`config.mk`:
```
export PLATFORM = sky130hd
export DESIGN_NAME = alu_sequencer
export DESIGN_NICKNAME = d
export VERILOG_FILES = /design/src/rtl/alu_sequencer.sv
export SDC_FILE = /design/constraint.sdc
export NUM_CORES = 1
export LEC_CHECK = 0
export BUFFER_PORTS_ARGS = -buffer_cell sky130_fd_sc_hd__buf_4
export CAP_MARGIN = 20
export CORE_MARGIN = 3
export CORE_UTILIZATION = 48
export CTS_BUF_LIST = sky130_fd_sc_hd__clkbuf_4
export CTS_CLUSTER_DIAMETER = 150
export DETAILED_ROUTE_END_ITERATION = 6
export PLACE_DENSITY = 0.83
export SYNTH_ARGS = -nofsm -noshare
export SYNTH_HDL_FRONTEND = slang
export SYNTH_SLANG_ARGS = --single-unit
```
`constraint.sdc`:
```
create_clock -name clk -period 3.2 [get_ports clk]
set_input_delay 0.16 -clock clk [delete_from_list [all_inputs] [get_ports clk]]
set_output_delay 0.16 -clock clk [all_outputs]
set_load 0.005 [all_outputs]
```
`src/rtl/alu_sequencer.sv`:
```
// alu_sequencer: multi-cycle command sequencer feeding a combinational ALU.
// Accepts one command per valid/ready handshake, drives the ALU operands from
// registers, captures the ALU result and holds it until writeback takes it.
// Optional feature macro: ALU_SEQ_MULTISHIFT_EN builds iterated multi-bit
// shifts (SHIFT state plus shift counter). Without it, RSH/LSH shift by one
// through the normal EXEC path.
module alu_sequencer #(
    parameter int BIT_WIDTH = 32,
    parameter int SHAMT_W   = $clog2(BIT_WIDTH)
) (
    input  logic                 clk,
    input  logic                 rst,
    input  logic                 in_valid,
    output logic                 in_ready,
    input  logic [3:0]           in_op,
    input  logic [BIT_WIDTH-1:0] in_a,
    input  logic [BIT_WIDTH-1:0] in_b,
    output logic [3:0]           alu_op,
    output logic [BIT_WIDTH-1:0] alu_a,
    output logic [BIT_WIDTH-1:0] alu_b,
    input  logic [BIT_WIDTH-1:0] alu_r,
    output logic                 out_valid,
    input  logic                 out_ready,
    output logic [BIT_WIDTH-1:0] out_result,
    output logic                 out_zero,
    output logic                 out_illegal
);

    localparam logic [3:0] OP_RSH = 4'd6;
    localparam logic [3:0] OP_LSH = 4'd7;
    localparam logic [3:0] OP_MAX = 4'd10;

    typedef enum logic [1:0] {
        IDLE  = 2'd0,
        EXEC  = 2'd1,
        SHIFT = 2'd2,
        DONE  = 2'd3
    } state_t;

    state_t state;
    state_t state_next;

    logic accept;
    logic is_illegal;

    assign accept     = in_valid && (state == IDLE);
    assign is_illegal = (in_op > OP_MAX);

`ifdef ALU_SEQ_MULTISHIFT_EN
    logic               is_shift;
    logic [SHAMT_W-1:0] shamt;
    logic [SHAMT_W-1:0] count;

    assign is_shift = (in_op == OP_RSH) || (in_op == OP_LSH);
    assign shamt    = in_b[SHAMT_W-1:0];
`endif

    // State register; reset aborts any command in flight immediately
    always_ff @(posedge clk or posedge rst) begin
        if (rst) begin
            state <= IDLE;
        end else begin
            state <= state_next;
        end
    end

    // Next-state decode
    always_comb begin
        state_next = state;
        case (state)
            IDLE: begin
                if (accept) begin
                    if (is_illegal) begin
                        state_next = DONE;
`ifdef ALU_SEQ_MULTISHIFT_EN
                    end else if (is_shift && (shamt == '0)) begin
                        state_next = DONE;
                    end else if (is_shift) begin
                        state_next = SHIFT;
`endif
                    end else begin
                        state_next = EXEC;
                    end
                end
            end
            EXEC: begin
                state_next = DONE;
            end
`ifdef ALU_SEQ_MULTISHIFT_EN
            SHIFT: begin
                if (count == SHAMT_W'(1)) begin
                    state_next = DONE;
                end
            end
`endif
            DONE: begin
                if (out_ready) begin
                    state_next = IDLE;
                end
            end
            default: begin
                state_next = IDLE;
            end
        endcase
    end

    // Handshake outputs decoded from the current state
    always_comb begin
        in_ready  = (state == IDLE);
        out_valid = (state == DONE);
    end

    // Datapath: ALU operand registers (alu_a doubles as the shift accumulator),
    // shift counter and the held result with its flags
    always_ff @(posedge clk or posedge rst) begin
        if (rst) begin
            alu_op      <= '0;
            alu_a       <= '0;
            alu_b       <= '0;
            out_result  <= '0;
            out_zero    <= 1'b0;
            out_illegal <= 1'b0;
`ifdef ALU_SEQ_MULTISHIFT_EN
            count       <= '0;
`endif
        end else begin
            case (state)
                IDLE: begin
                    if (accept) begin
                        if (is_illegal) begin
                            // The ALU is bypassed entirely for bad opcodes
                            out_result  <= '0;
                            out_zero    <= 1'b1;
                            out_illegal <= 1'b1;
`ifdef ALU_SEQ_MULTISHIFT_EN
                        end else if (is_shift && (shamt == '0)) begin
                            out_result  <= in_a;
                            out_zero    <= (in_a == '0);
                            out_illegal <= 1'b0;
`endif
                        end else begin
                            alu_op <= in_op;
                            alu_a  <= in_a;
                            alu_b  <= in_b;
`ifdef ALU_SEQ_MULTISHIFT_EN
                            count  <= shamt;
`endif
                        end
                    end
                end
                EXEC: begin
                    out_result  <= alu_r;
                    out_zero    <= (alu_r == '0);
                    out_illegal <= 1'b0;
                    alu_op      <= '0;
                    alu_a       <= '0;
                    alu_b       <= '0;
                end
`ifdef ALU_SEQ_MULTISHIFT_EN
                SHIFT: begin
                    count <= count - SHAMT_W'(1);
                    if (count == SHAMT_W'(1)) begin
                        out_result  <= alu_r;
                        out_zero    <= (alu_r == '0);
                        out_illegal <= 1'b0;
                        alu_op      <= '0;
                        alu_a       <= '0;
                        alu_b       <= '0;
                    end else begin
                        alu_a <= alu_r;
                    end
                end
`endif
                default: begin
                end
            endcase
        end
    end

endmodule

```
==> results by group <==
Clock network
  – Clock buffer depth: 2
  – Cts hold-fix bufs: 89
  – Clk root buf: clkbuf_4
  – Clk slew on worst S/H paths: 0.16 ns
  – H-tree levels: 3
  – Worst-skew pair later-pin latency: 0.44 ns
  – # clock sinks: ~100
  – CTS buffer count: 9
  – Post-CTS setup buffers: 0
  – Post_cts resized: 0
  – CTS tree: done

Logic synthesis
  – Avg Inst Size Synth: slightly above 10 um^2
  – Main area contributors after synthesis: dfrtp_1, nand2_1, a22oi_1
  – Mapped Cells: 414
  – Post-synth top cells: nand2_1, dfrtp_1, a22oi_1
  – Most common cell in the netlist: nand2_1
  – Post-synth EDFFs: 0
  – Post-synthesis adder-cell area fraction: 0%
  – Netlist Area Pre-Place: roughly 4300 um^2
  – Synthesis warning total: 0
  – Proportion of synthesized area in mux cells: 0%
  – Post-synthesis sequential area ratio: 60.6%
  – Ys async rst share: 100%
  – Synthesized flop and latch total: 104
  – Simple-Gate Fraction of Synth Area: 12.3%
  – Syn_nets: just over 500
  – Synth Flop Type: dfrtp_1
  – Top cell type's share of synthesized area: 60.6%
  – Combinational family with the most area after synthesis: compound AO/OA/AOI/OAI gates
  – Post-synthesis xor/xnor area fraction: 0%
  – Compound-Gate Fraction of Synth Area: 23.0%
  – Most area-hungry cell type in the Yosys netlist: dfrtp_1
  – Unique cell type count in the Yosys netlist: 22

Routing
  – WL/cell: around 19 um
  – Vias: 4,513
  – TritonRoute pass-1 iters: 4
  – WL final: 15,300 um
  – DRC: 0
  – Antenna viol nets, final: 0
  – Vias per cell: 5.59
  – Initial DRC count: 209

Finish
  – Post-layout util: 81.9%
  – Fill cells: 504
  – Fin nets: ~800
  – Layout cells sized above 1: 33.8%
  – Area of the multi-input gates: 1520 um^2
  – Sequential cell area: 2600 um^2
  – Layout area overhead: 61.5%

Setup path
  – WP data required: 3.55 ns
  – Setup crit start: state[1]
  – Critical path class: flip-flop to flip-flop
  – Crit path DAT: about 2.5 ns
  – CP endpoint kind: flip-flop
  – Reg2reg start: state[1]
  – Worst Setup Start Kind: flip-flop
  – CP Max Fanout: 41

Pwr
  – Leakage power: ~3.4 nW
  – Max IR drop VDD: around 0.00054 V
  – Pwr dens: 805 nW/um^2

Global routing
  – Grt total ovfl: 0
  – First-pass GRT wire length: roughly 24,000 um
  – Pin count of the biggest net entering global routing: 57
  – Total routing usage reported by global routing: 30.3%
  – Number of global-route vias before repair: about 4,800
  – Antenna violations before repair: 1

STA
  – Max-slew headroom: between 30 and 40%
  – Setup Viol. Count Final: 0
  – Hold_ws: around 0.016 ns
  – Worst Skew: 0.0161 ns
  – Final critical-path share of the clock period: 66.2%
  – Final slew viol count: 0
  – Fin. Hold Viols: 0
  – Post-Route Setup TNS: 0 ns
  – RSZ-0062 raised after global routing: false
  – Final min period: 2.12 ns
  – Worst Tran Pin Value: 1.01 ns
  – Max Fclk: 0.472 GHz

Placement
  – Port buffer count: 207
  – DP HPWL: 9210 um
  – RD Place Congestion: 0.769

Hold path
  – Hold Crit Start: in_b[30]
  – Worst min-delay path category: input pin to flip-flop

Die
  – Die area: just over 10,000 um^2
  – Rows: 33
  – Die height: slightly above 100 um
  – Initial Utilization: 50.7%
  – Die W: 101 um
  – Total core area: 8460 um^2
  – IO Count: 208

Job
  – Max-cap violation count: 0

Status
  – Status: finished clean
[state kept, by name, indices dropped and copies added, names as in the netlist]
| register | flops |
|---|---|
| alu_a | 32 |
| alu_b | 32 |
| out_result | 32 |
| alu_op | 4 |
| state | 2 |
| out_illegal | 1 |
| out_zero | 1 |
[cell usage in the layout (no fill, tap or decap)]
| master | netlist | final |
|---|---|---|
| clkinvlp_4 | 0 | 2 |
| diode_2 | 0 | 1 |
| o21ai_1 | 40 | 40 |
| buf_16 | 0 | 1 |
| nor4b_4 | 1 | 1 |
| nor2_1 | 6 | 5 |
| a21o_1 | 2 | 2 |
| buf_8 | 0 | 1 |
| inv_4 | 0 | 1 |
| o21ai_0 | 34 | 34 |
| nor2_2 | 0 | 1 |
| nor3_4 | 1 | 1 |
| buf_12 | 0 | 1 |
| o31ai_1 | 1 | 1 |
| o21ai_4 | 1 | 1 |
| nand2_1 | 107 | 107 |
| clkinv_2 | 0 | 2 |
| nand4_1 | 2 | 2 |
| dfrtp_1 | 104 | 104 |
| o22ai_1 | 1 | 1 |
| buf_4 | 2 | 212 |
| a22oi_1 | 41 | 41 |
| a22o_1 | 27 | 27 |
| nor4_1 | 8 | 8 |
| o211a_2 | 1 | 1 |
| inv_1 | 4 | 3 |
| clkbuf_4 | 0 | 10 |
| inv_6 | 0 | 1 |
| a21oi_4 | 1 | 1 |
| dlygate4sd3_1 | 0 | 90 |
[path summary, 6_finish.rpt]
kind / cells past startpoint / end / slack, ns
worst max-delay path: 4 / alu_a[9] / 1.08
worst min-delay path: 3 / alu_b[30] / 0.02
worst max register to register: 4 / alu_a[9] / 1.08
worst min register to register: 1 / alu_b[1] / 0.52
max in group asynchronous: 4 / alu_b[1] / 2.14
min in group asynchronous: 3 / alu_b[14] / 0.33
[worst max-delay path, stage by stage (launching register included)]
cell and delay, ns:
dfrtp_1 0.60, inv_1 0.19, o211a_2 0.79, a22oi_1 0.22
o21ai_1 0.22
[cells by family (layout without fill, tap and decap cells)]
group	Yosys count	count (layout)
buffers and inverters	36	324
other	0	1
AND/OR/NAND/NOR	125	125
flip-flops	104	104
AO/OA/AOI/OAI	149	149
[final cells by class]
cell class / count / share of cell area [%]
well taps: 105 / 1.89
multi-input cells: 274 / 21.9
clock inverters: 5 / 0.487
clock buffers: 10 / 1.08
diodes: 1 / 0.0361
repair buffers: 305 / 36.9
inverters: 4 / 0.253
flip-flops and latches: 104 / 37.5
[per-layer routing]
metal	track usage, %	share of wire (%)	vias up
met3	7.61	9.0	48
met1	35.6	36	2183
li1	-	-	2036
met2	52.2	51	246
met4	13.8	3.8	0
met5	0	0	-
[power breakdown]
part | switching (W) | internal [W]
Combinational | 0.00124 | 0.00134
Clock | 0.000423 | 0.000165
Sequential | 0.000506 | 0.00190
Total | 0.00217 | 0.00341
[per-stage QoR]
stage,setup slack (ns),std cells,instance area (um^2),total power (W)
2_1_floorplan,0.308,414,4290,0.00344
3_3_place_gp,1.17,700,5880,0.00467
3_5_place_dp,1.12,700,5880,0.00480
4_1_cts,1.08,804,6880,0.00547
5_1_grt,1.01,808,6930,0.00595
6_report,1.08,808,6930,0.00558
(Power assumes the default switching activity.)
